$ cat config.mk
export PLATFORM = sky130hd
export DESIGN_NAME = subword_mem_ctrl
export DESIGN_NICKNAME = d
export VERILOG_FILES = /design/src/rtl/subword_mem_ctrl.sv
export SDC_FILE = /design/constraint.sdc
export NUM_CORES = 1
export LEC_CHECK = 0
export BUFFER_PORTS_ARGS = -buffer_cell sky130_fd_sc_hd__buf_2
export CAP_MARGIN = 10
export CORE_ASPECT_RATIO = 1.75
export CORE_MARGIN = 2
export CORE_UTILIZATION = 55
export CTS_BUF_LIST = sky130_fd_sc_hd__clkbuf_4 sky130_fd_sc_hd__clkbuf_8
export CTS_CLUSTER_DIAMETER = 200
export DETAILED_ROUTE_END_ITERATION = 6
export HOLD_SLACK_MARGIN = 0.12
export PLACE_DENSITY_LB_ADDON = 0.12
export SLEW_MARGIN = 40
export SYNTH_ARGS = -nofsm -noshare
export SYNTH_HDL_FRONTEND = slang
export SYNTH_SLANG_ARGS = --single-unit
$ cat constraint.sdc
create_clock -name clk -period 2.34 [get_ports clk]
set_input_delay 0.117 -clock clk [delete_from_list [all_inputs] [get_ports clk]]
set_output_delay 0.117 -clock clk [all_outputs]
set_load 0.05 [all_outputs]
$ cat src/rtl/subword_mem_ctrl.sv
// subword_mem_ctrl: sequences MEM-stage loads/stores (word, half, byte) onto a
// word-only single-port synchronous data RAM. Sub-word stores use a
// read-modify-write cycle. Sub-word loads are lane-selected and extended.
// Optional build macro: SUBWORD_MISALIGN_TRAP_EN. When it is defined,
// misaligned half/word requests complete at once with misalign=1 and make
// no RAM access.
module subword_mem_ctrl #(
  parameter int unsigned AW         = 32,
  parameter int unsigned DEPTH_LOG2 = 6
) (
  input  logic                  clk,
  input  logic                  reset,
  input  logic                  req,
  input  logic                  we,
  input  logic [1:0]            size,
  input  logic                  bunsigned,
  input  logic [AW-1:0]         addr,
  input  logic [31:0]           wdata,
  output logic [31:0]           rdata,
  output logic                  ack,
  output logic                  stall,
  output logic                  misalign,
  output logic [DEPTH_LOG2-1:0] mem_addr,
  output logic [31:0]           mem_wdata,
  output logic                  mem_we,
  input  logic [31:0]           mem_rdata
);

  localparam int unsigned LW = DEPTH_LOG2 + 2;

  typedef enum logic [2:0] {
    IDLE = 3'd0,
    RD   = 3'd1,
    RESP = 3'd2,
    WR   = 3'd3,
    DONE = 3'd4
  } state_e;

  state_e        state_q, state_d;
  logic          we_q;
  logic [1:0]    size_q;
  logic          bunsigned_q;
  logic [LW-1:0] addr_q;
  logic [31:0]   wdata_q;
  logic [31:0]   rdata_q;
  logic          ack_q;
  logic          mem_we_q;
  logic          trap_c;
  logic          in_word_c;
  logic [31:0]   load_c;
  logic [15:0]   half_c;
  logic [7:0]    byte_c;
  logic          unused_addr_hi;

  // Address bits above the RAM window do not select a word.
  assign unused_addr_hi = ^addr[AW-1:LW];

  // Sizes 00 and 11 both mean a full word.
  assign in_word_c = (size == 2'b00) || (size == 2'b11);

`ifdef SUBWORD_MISALIGN_TRAP_EN
  logic misalign_q;

  // Misaligned half/word request seen in IDLE.
  assign trap_c = (state_q == IDLE) && req &&
                  (((size == 2'b01) && addr[0]) || (in_word_c && (addr[1:0] != 2'b00)));

  // Misaligned flag pulses with the ack of the rejected request.
  always_ff @(posedge clk) begin
    if (!reset) begin
      misalign_q <= 1'b0;
    end else begin
      misalign_q <= trap_c;
    end
  end

  assign misalign = misalign_q;
`else
  assign trap_c   = 1'b0;
  assign misalign = 1'b0;
`endif

  // State register.
  always_ff @(posedge clk) begin
    if (!reset) begin
      state_q <= IDLE;
    end else begin
      state_q <= state_d;
    end
  end

  // Next-state logic.
  always_comb begin
    state_d = state_q;
    case (state_q)
      IDLE: begin
        if (trap_c) begin
          state_d = DONE;
        end else if (req) begin
          state_d = (we && in_word_c) ? WR : RD;
        end
      end
      RD:      state_d = we_q ? WR : RESP;
      RESP:    state_d = DONE;
      WR:      state_d = DONE;
      DONE:    state_d = IDLE;
      default: state_d = IDLE;
    endcase
  end

  // Capture the request when it is accepted in IDLE.
  always_ff @(posedge clk) begin
    if (!reset) begin
      we_q        <= 1'b0;
      size_q      <= 2'b00;
      bunsigned_q <= 1'b0;
      addr_q      <= '0;
      wdata_q     <= '0;
    end else if ((state_q == IDLE) && req) begin
      we_q        <= we;
      size_q      <= size;
      bunsigned_q <= bunsigned;
      addr_q      <= addr[LW-1:0];
      wdata_q     <= wdata;
    end
  end

  // Load lane select and sign/zero extension of the RAM word.
  always_comb begin
    half_c = addr_q[1] ? mem_rdata[31:16] : mem_rdata[15:0];
    byte_c = mem_rdata[7:0];
    case (addr_q[1:0])
      2'b01:   byte_c = mem_rdata[15:8];
      2'b10:   byte_c = mem_rdata[23:16];
      2'b11:   byte_c = mem_rdata[31:24];
      default: byte_c = mem_rdata[7:0];
    endcase
    load_c = mem_rdata;
    case (size_q)
      2'b01:   load_c = {{16{~bunsigned_q & half_c[15]}}, half_c};
      2'b10:   load_c = {{24{~bunsigned_q & byte_c[7]}}, byte_c};
      default: load_c = mem_rdata;
    endcase
  end

  // Store word: full word, or the read word with one lane replaced.
  always_comb begin
    mem_wdata = wdata_q;
    case (size_q)
      2'b01: begin
        mem_wdata = addr_q[1] ? {wdata_q[15:0], mem_rdata[15:0]}
                              : {mem_rdata[31:16], wdata_q[15:0]};
      end
      2'b10: begin
        case (addr_q[1:0])
          2'b01:   mem_wdata = {mem_rdata[31:16], wdata_q[7:0], mem_rdata[7:0]};
          2'b10:   mem_wdata = {mem_rdata[31:24], wdata_q[7:0], mem_rdata[15:0]};
          2'b11:   mem_wdata = {wdata_q[7:0], mem_rdata[23:0]};
          default: mem_wdata = {mem_rdata[31:8], wdata_q[7:0]};
        endcase
      end
      default: mem_wdata = wdata_q;
    endcase
  end

  // Registered handshake, write enable and load result.
  always_ff @(posedge clk) begin
    if (!reset) begin
      ack_q    <= 1'b0;
      mem_we_q <= 1'b0;
      rdata_q  <= '0;
    end else begin
      ack_q    <= (state_d == DONE);
      mem_we_q <= (state_d == WR);
      if (state_q == RESP) begin
        rdata_q <= load_c;
      end else if (trap_c) begin
        rdata_q <= '0;
      end
    end
  end

  assign rdata    = rdata_q;
  assign ack      = ack_q;
  assign mem_we   = mem_we_q;
  assign mem_addr = addr_q[LW-1:2];
  assign stall    = req & (state_q != DONE);

endmodule

Word level (Yosys, flattened, before mapping)
Cells that the tools add are included.
Widths: inputs -> output; s select.
- flip-flop bits (word level): 81
- word-level logic and storage cells: 41
- output and inout port bits: 74
- input bits: 103
- equal/unequal tests: 12
- reductions and logical operators: 6
- bitwise operators: 4
- muxes and demuxes: 10
- operators by type and width (operator ; number):
    $pmux 32 s2 ; 2
    $pmux 32 s3 ; 1
    $mux 32 ; 1
    $pmux 8 s3 ; 1
    $mux 16 ; 1
    $eq 3x2->1 const B ; 3
    $pmux 3 s3 ; 1
    $eq 2x2->1 const B ; 4
    $eq 2x1->1 const B ; 2
    $and 1x1->1 ; 3
    $eq 3x1->1 const B ; 1
    $eq 3x3->1 const B ; 1
    $logic_not 3->1 ; 1
    $mux 3 ; 1
    $ne 3x3->1 const B ; 1
    $logic_and 1x1->1 ; 2
    $logic_not 2->1 ; 1
    $mux 2 ; 1
    $reduce_or 2->1 ; 1
    $logic_or 1x1->1 ; 1
    $mux 1 ; 1
    $not 1->1 ; 1

Longest topological paths before layout
Gate-level depths: netlist (run 1).
- word-level depth: 7
- mapped depth: 7

Least setup slack after synthesis (run 1)
Ideal clock, no wire load.
- path type: register to output
- start: register size_q[0]
- end: output port mem_wdata[20]
- arrival: 2.312 ns
- stages on the path, launching flop included: 7
- data required time: 2.223 ns
- path slack: -0.089 ns
- path buffers: 3
- cell sequence: dfxtp_1 > inv_1 > ha_1 > buf_2 > buf_2 > clkbuf_1 > o21ai_0
- word-level cells in the longest chain between the ends: 2
- elaborated cells between the ends (all ways): 3
- classes of those cells: 2 x eq/ne; 1 x mux
- RTL lines (what ; RTL line ; text):
    start: declaration ; 41 ; logic [1:0] size_q;
    start signal: assignment ; 121 ; size_q <= size;
    $eq 2x2->1 / $eq 2x1->1 (equally long branches) ; 149 ; case (size_q)
    $pmux 32 s2 (*) ; 149 ;
    end: declaration ; 24 ; output logic [31:0] mem_wdata,
Every way passes the cells marked *; elsewhere a longest branch is shown, timed or not.

Worst setup path after layout (run 1)
- start: register size_q[0]
- end: output port mem_wdata[7]
Same word-level chain as after synthesis.

==> results.md, run 1 <==
- LEAKAGE: roughly 2.7 nW
- Clk buf depth: 2
- Fin nets: 838
- Slew of the pin with the lowest slew margin: 0.549 ns
- Post CTS Setup Buffer Count: 0
- Placer Congestion: 0.915
- Die area: 0.00895 mm2
- Most numerous cell in the Yosys netlist: nand2_1
- FF-to-FF End: rdata[30]$_SDFFE_PN0P_
- Vias in the first global route: 4637
- Worst Reg-to-Reg Cells: 7
- Vias: 4747
- Worst Setup Start Kind: flop
- Max-cap violations: 0
- CP Data Arrival Time: ~2.1 ns
- EDFF count, synth: 0
- Setup slack, reg-to-reg: 0.40 ns
- Top cells by count, synth: 135 x nand2_1, 81 x dfxtp_1, 45 x a21boi_0
- Die Width: 72.4 um
- Row cnt: 43
- Worst-path clk slew: approximately 0.080 ns
- Crit end category: output pin
- Post-Synthesis Cells: 539
- Register area: between 0.0015 and 0.002 mm2
- Number of inserted diodes: 0
- Status: complete, no violations
- RSZ-0062 raised after global routing: no
- Initial antenna violation count: 0
- Footprint of the multi-input gates: 0.00255 mm2
- Max-slew headroom: roughly 63%
- Die height: 124 um
- First-pass GRT wire length: 21.8 mm
- Flip-flop cell with the highest count after synthesis: dfxtp_1
- Post-layout util: 77.1%
- Total Routing Usage GR: between 30% and 40%
- WL/cell: 17.1 um
- Hold Crit Endpoint: state_q[0]$_SDFF_PN0_
- Max Clock Freq: 453 MHz
- Number of synthesis warnings: 0
- Htree depth: 3
- Routed Antenna Nets: 0
- Critical path peak fanout: 9
- DP HPWL: between 9 and 10 mm
- Synthesis-to-finish area growth: 35.6%
- Hold Crit Class: in2reg
- Area of the core: 0.00791 mm2
- # fillers: 577
- Synth Net Count: between 600 and 700
- Pre-Repair DR Iteration Count: 5
- CP Class: reg2out
- TNS Setup: 0 ns
- Port bufs: 151
- Min Tclk post-route: 2.21 ns
- Synth top area cells: dfxtp_1 36%, nand2_1 11%, a21boi_0 7.5%
- Worst r2r src: size_q[1]$_SDFFE_PN0P_
- Hold-critical path depth: 3
- Fin. max-slew vios: 0
- I/O pins: 177
- Synth Register Bits: 81
- CTS Sinks: 81
- Placed cell area: 0.00519 mm2
- Share of the synthesized area in the top cell type: ~36%
- Worst setup margin: between 0.1 and 0.15 ns
- Post-Route WL: 14.2 mm
- Hold_sp: req
- Initial Util: 56.9%
- Synth cell types: 49
- Largest net degree at the start of global routing: 49
- Share of cells above drive strength 1: 31.9%
- Mapped Area: about 0.0045 mm2
- DR vias/cell: about 5.7
- Design area: between 0.006 and 0.007 mm2
- CP required: 2.22 ns
- Pwr dens: around 660 mW/mm2
- TritonCTS clock tree: done
- Clk_skew: around 0.0065 ns
- Final setup viols: 0
- Cell taking the most area after synthesis: dfxtp_1
- Total CTS buffers: 9
- Iteration-0 DRC Markers: 322
- Inst Count DP: 745
- Post-synthesis sequential area ratio: 36.0%
- DRC: 0
- Post-Place Setup Slack: 0.452 ns
- Clock insertion delay at the later pin of the skew report: 0.35 ns
- Final worst-path cycle share: 94.3%
- Layout Cells excl Fill: ~830
- Ys async rst share: 0%
- Avg Cell Area, Syn: roughly 8.3 um2
- Overflow after GRT: 0
- Peak VDD IR: around 0.00044 V
- Fin. Hold Viols: 0
- Root Driver: clkbuf_8
## timing repair
action / in CTS / in global routing
setup endpoints to repair: 0 / 15
endpoints found under the hold margin: 68 / 0
hold buffers: 67 / 0
resized for setup: 0 / 2
## layout by cell type (no fill, tap or decap), types with 14 or more instances in the layout
| cell type | Yosys | layout |
|---|---|---|
| inv_1 | 15 | 15 |
| a22oi_1 | 14 | 14 |
| buf_4 | 11 | 15 |
| a22o_1 | 15 | 15 |
| o211ai_1 | 15 | 15 |
| buf_2 | 15 | 151 |
| nand2_1 | 135 | 135 |
| o21ai_0 | 32 | 32 |
| mux2_2 | 15 | 15 |
| a21oi_1 | 24 | 24 |
| dfxtp_1 | 81 | 81 |
| a21boi_0 | 45 | 45 |
| dlygate4sd3_1 | 0 | 67 |
## state kept, by name, summed over array words and instances, names as in the netlist
signal / cells
rdata: 32
bunsigned_q: 1
addr_q: 8
we_q: 1
size_q: 2
mem_we: 1
state_q: 3
wdata_q: 32
ack: 1
## how the worst max path moves through the flow
stage	start	to	slack, ns	depth (start not counted)
2_1_floorplan	size_q[0]$_SDFFE_PN0P_	mem_wdata[20]	-0.09	6
6_report	size_q[0]$_SDFFE_PN0P_	mem_wdata[7]	0.13	7
3_3_place_gp	size_q[0]$_SDFFE_PN0P_	mem_wdata[26]	0.49	6
4_1_cts	size_q[0]$_SDFFE_PN0P_	mem_wdata[10]	0.06	6
5_1_grt	size_q[1]$_SDFFE_PN0P_	mem_wdata[7]	0.01	7
3_5_place_dp	size_q[1]$_SDFFE_PN0P_	rdata[30]$_SDFFE_PN0P_	0.45	7
## layer usage
metal | routed length, um | track usage [%]
met5 | 0 | 0
met4 | 828 | 20.5
met3 | 723 | 5.10
met2 | 7470 | 57.1
met1 | 5140 | 32.3
## power breakdown
group	switching, mW	internal (mW)	leakage (nW)
clock network	0.499	0.622	0.104
registers	0.0811	1.48	0.663
logic	0.904	0.443	1.90
## worst max-delay path: stages, from the launching register on
cell	delay [ns]
dfxtp_1	0.36
inv_1	0.08
ha_4	0.18
nand2b_1	0.20
nand2_2	0.17
a21o_1	0.30
a22o_1	0.23
buf_2	0.22
## cell families (layout without fill, tap and decap cells)
| group | Yosys count | after routing | share of synthesized area [%] |
|---|---|---|---|
| flops | 81 | 81 | 36.0 |
| mux | 26 | 26 | 7.45 |
| other cells | 1 | 1 | 0.0833 |
| fa+ha+maj | 2 | 2 | 0.556 |
| compound gates | 192 | 192 | 31.6 |
| xor+xnor | 1 | 1 | 0.195 |
| simple gates | 171 | 171 | 16.1 |
| buf+inv | 65 | 263 | 7.98 |
## stage by stage
step                total power, mW  hold slack, ns
floorplan                      2.52           0.256
global placement               2.81           0.368
detailed placement             2.83           0.376
CTS                            4.02           0.132
global route                   4.19           0.158
finish                         4.03           0.152
## layout make-up
type | count | area share [%]
multi-input combinational | 393 | 41.8
sequential | 81 | 26.6
timing repair buffer | 233 | 25.2
clock buffer | 10 | 2.26
tap | 90 | 1.85
clock inverter | 5 | 1.31
inverter | 15 | 0.923
(Power assumes the default switching activity.)
==> run 2: changes to the inputs <==
--- a/config.mk
+++ b/config.mk
@@ -9,7 +9,7 @@
 export CAP_MARGIN = 10
 export CORE_ASPECT_RATIO = 1.75
 export CORE_MARGIN = 2
-export CORE_UTILIZATION = 55
+export CORE_UTILIZATION = 40
 export CTS_BUF_LIST = sky130_fd_sc_hd__clkbuf_4 sky130_fd_sc_hd__clkbuf_8
 export CTS_CLUSTER_DIAMETER = 200
 export DETAILED_ROUTE_END_ITERATION = 6
==> run 2 against run 1 <==
Net effect: sequential cell count did not move; largest power group unchanged; largest cell class unchanged; sequential power barely moved; hold slack improved by 0.040 ns; register-to-register slack got worse by 0.02 ns; clock skew rose by 0.0035 ns; non-clock buffer count fell by 1; first-iteration DRC count fell by 42%; design area rose by 1.4%; combinational power barely moved; critical path type unchanged; sequential share of layout area fell by 0.36 points.
==> results.md, run 2 (synthesis results as in run 1) <==
- Fin. Hold Viols: 0 (unchanged)
- Port bufs: 151 (unchanged)
- Fin Hold WS: 0.192 ns (was 0.152 ns)
- Share of cells above drive strength 1: 32.0% (was 31.9%)
- CP required: 2.22 ns (about the same)
- Worst Reg-to-Reg Cells: 7 (unchanged)
- Crit path from: size_q[1]$_SDFFE_PN0P_ (was size_q[0]$_SDFFE_PN0P_)
- DR vias/cell: 5.22 (was 5.74)
- CP Class: reg2out (unchanged)
- Max-slew headroom: 61.9% (was 63.3%)
- Max Clock Freq: 452 MHz (was 453 MHz)
- Critical path peak fanout: 19 (was 9)
- Post CTS Setup Buffer Count: 0 (unchanged)
- Placer Congestion: 0.869 (was 0.915)
- I/O pins: 177 (unchanged)
- DP HPWL: 10.2 mm (was 9.91 mm)
- Initial Util: 40.8% (was 56.9%)
- FF-to-FF End: rdata[24]$_SDFFE_PN0P_ (was rdata[30]$_SDFFE_PN0P_)
- Crit end category: output pin (unchanged)
- Synthesis-to-finish area growth: 37.4% (was 35.6%)
- Root Driver: clkbuf_8 (unchanged)
- Die Width: 84.2 um (was 72.4 um)
- Clk_skew: 0.0100 ns (was 0.00652 ns)
- Die height: 144 um (was 124 um)
- Most frequent cells in the layout: 150 x buf_2, 135 x nand2_1, 81 x dfxtp_1 (was 151 x buf_2, 135 x nand2_1, 81 x dfxtp_1)
- Overflow after GRT: 0 (unchanged)
- Slew of the pin with the lowest slew margin: 0.570 ns (was 0.549 ns)
- Hold Crit Class: in2reg (unchanged)
- Post-Route WL: 14.2 mm (about the same)
- First-pass GRT wire length: 22.0 mm (was 21.8 mm)
- Final worst-path cycle share: 94.4% (was 94.3%)
- Hold-critical path depth: 3 (unchanged)
- Fin. max-slew vios: 0 (unchanged)
- Worst-path clk slew: 0.07 ns (was 0.08 ns)
- Setup slack, reg-to-reg: 0.38 ns (was 0.40 ns)
- Clk buf depth: 2 (unchanged)
- Post-Place Setup Slack: 0.421 ns (was 0.452 ns)
- Hold Crit Endpoint: rdata[7]$_SDFFE_PN0P_ (was state_q[0]$_SDFF_PN0_)
- Clock insertion delay at the later pin of the skew report: 0.36 ns (was 0.35 ns)
- Commonest non-fill, non-tap cell in the layout: buf_2 (unchanged)
- CTS Sinks: 81 (unchanged)
- Min Tclk post-route: 2.21 ns (about the same)
- TritonCTS clock tree: done (unchanged)
- Htree depth: 3 (unchanged)
- Peak VDD IR: 0.000441 V (about the same)
- Vias in the first global route: 4347 (was 4637)
- Hold_sp: mem_rdata[7] (was req)
- Area of the core: 0.0110 mm2 (was 0.00791 mm2)
- Routed Antenna Nets: 0 (unchanged)
- DRC: 0 (unchanged)
- Initial antenna violation count: 0 (unchanged)
- Worst setup margin: 0.130 ns (was 0.132 ns)
- Pwr dens: 655 mW/mm2 (was 660 mW/mm2)
- Worst Setup Start Kind: flop (unchanged)
- Pre-Repair DR Iteration Count: 4 (was 5)
- Final setup viols: 0 (unchanged)
- Max-cap violations: 0 (unchanged)
- LEAKAGE: 2.68 nW (was 2.66 nW)
- Status: complete, no violations (unchanged)
- Number of inserted diodes: 0 (unchanged)
- Iteration-0 DRC Markers: 188 (was 322)
- Fin nets: 837 (was 838)
- Row cnt: 51 (was 43)
- Total Routing Usage GR: 22.9% (was 31.3%)
- Worst r2r src: size_q[1]$_SDFFE_PN0P_ (unchanged)
- Vias: 4532 (was 4747)
- Die area: 0.0121 mm2 (was 0.00895 mm2)
- CP Data Arrival Time: 2.09 ns (about the same)
- RSZ-0062 raised after global routing: no (unchanged)
- Largest net degree at the start of global routing: 77 (was 49)
- WL/cell: 16.4 um (was 17.1 um)
- Total CTS buffers: 9 (unchanged)
## run 2: changes by cell type in the layout (fill, tap and decap cells not counted), sizes merged
cell,delta
buf,-3
clkinv,+2
dlygate4sd3,+1
clkbuf,+2
clkinvlp,-2
## run 2: how the worst max path moves through the flow
stage	slack, ns	depth (start not counted)	to
floorplan	-0.09	6	mem_wdata[20]
global placement	0.47	7	rdata[30]$_SDFFE_PN0P_
detailed placement	0.42	7	rdata[24]$_SDFFE_PN0P_
CTS	0.07	7	mem_wdata[14]
global route	0.01	7	mem_wdata[13]
finish	0.13	7	mem_wdata[14]
## run 2: through the flow
| step | power, mW | setup TNS, ns | util (%) | instance area, um2 | instances |
|---|---|---|---|---|---|
| 6_report | 4.05 | 0 | 56.0 | 6180 | 869 |
| 5_1_grt | 4.23 | 0 | 56.0 | 6180 | 869 |
| 4_1_cts | 4.08 | 0 | 55.9 | 6170 | 869 |
| 3_5_place_dp | 2.84 | 0 | 47.7 | 5260 | 785 |
| 3_3_place_gp | 2.83 | 0 | 47.6 | 5250 | 785 |
| 2_1_floorplan | 2.52 | -0.357 | - | 4500 | 539 |
## run 2: layout make-up
cell class	instances	area (um2)
inverter	15	56.3
timing repair buffer	232	1560
tap	132	165
clock buffer	11	145
fill	1077	4860
clock inverter	5	78.8
multi-input combinational	393	2550
sequential	81	1620
## run 2: layer usage
layer	track usage [%]	part of all wire (%)	vias up	wire length (um)
met5	0	0	-	0
met4	12.6	4.2	0	596
met3	3.54	4.6	33	654
met2	41.4	53	147	7490
met1	25.5	39	2067	5490
li1	-	-	2285	-
## run 2: timing repair
| item | in CTS | in global routing |
|---|---|---|
| hold buffers | 68 | 0 |
| setup endpoints to repair | 0 | 13 |
| gates resized for setup | 0 | 5 |
| hold endpoints to repair | 71 | 0 |
## run 2: worst max-delay path: stages, from the launching register on
cell and delay, ns:
dfxtp_1 0.39, inv_1 0.06, ha_1 0.23, buf_4 0.24
a21o_2 0.30, a22oi_1 0.20, nand2_1 0.10, buf_2 0.22
## run 2: power breakdown
part           switching [mW]  leakage (nW)  internal [mW]
Combinational           0.896          1.90          0.450
Clock                   0.503         0.117          0.640
Sequential             0.0811         0.663           1.48
Total                    1.48          2.68           2.57
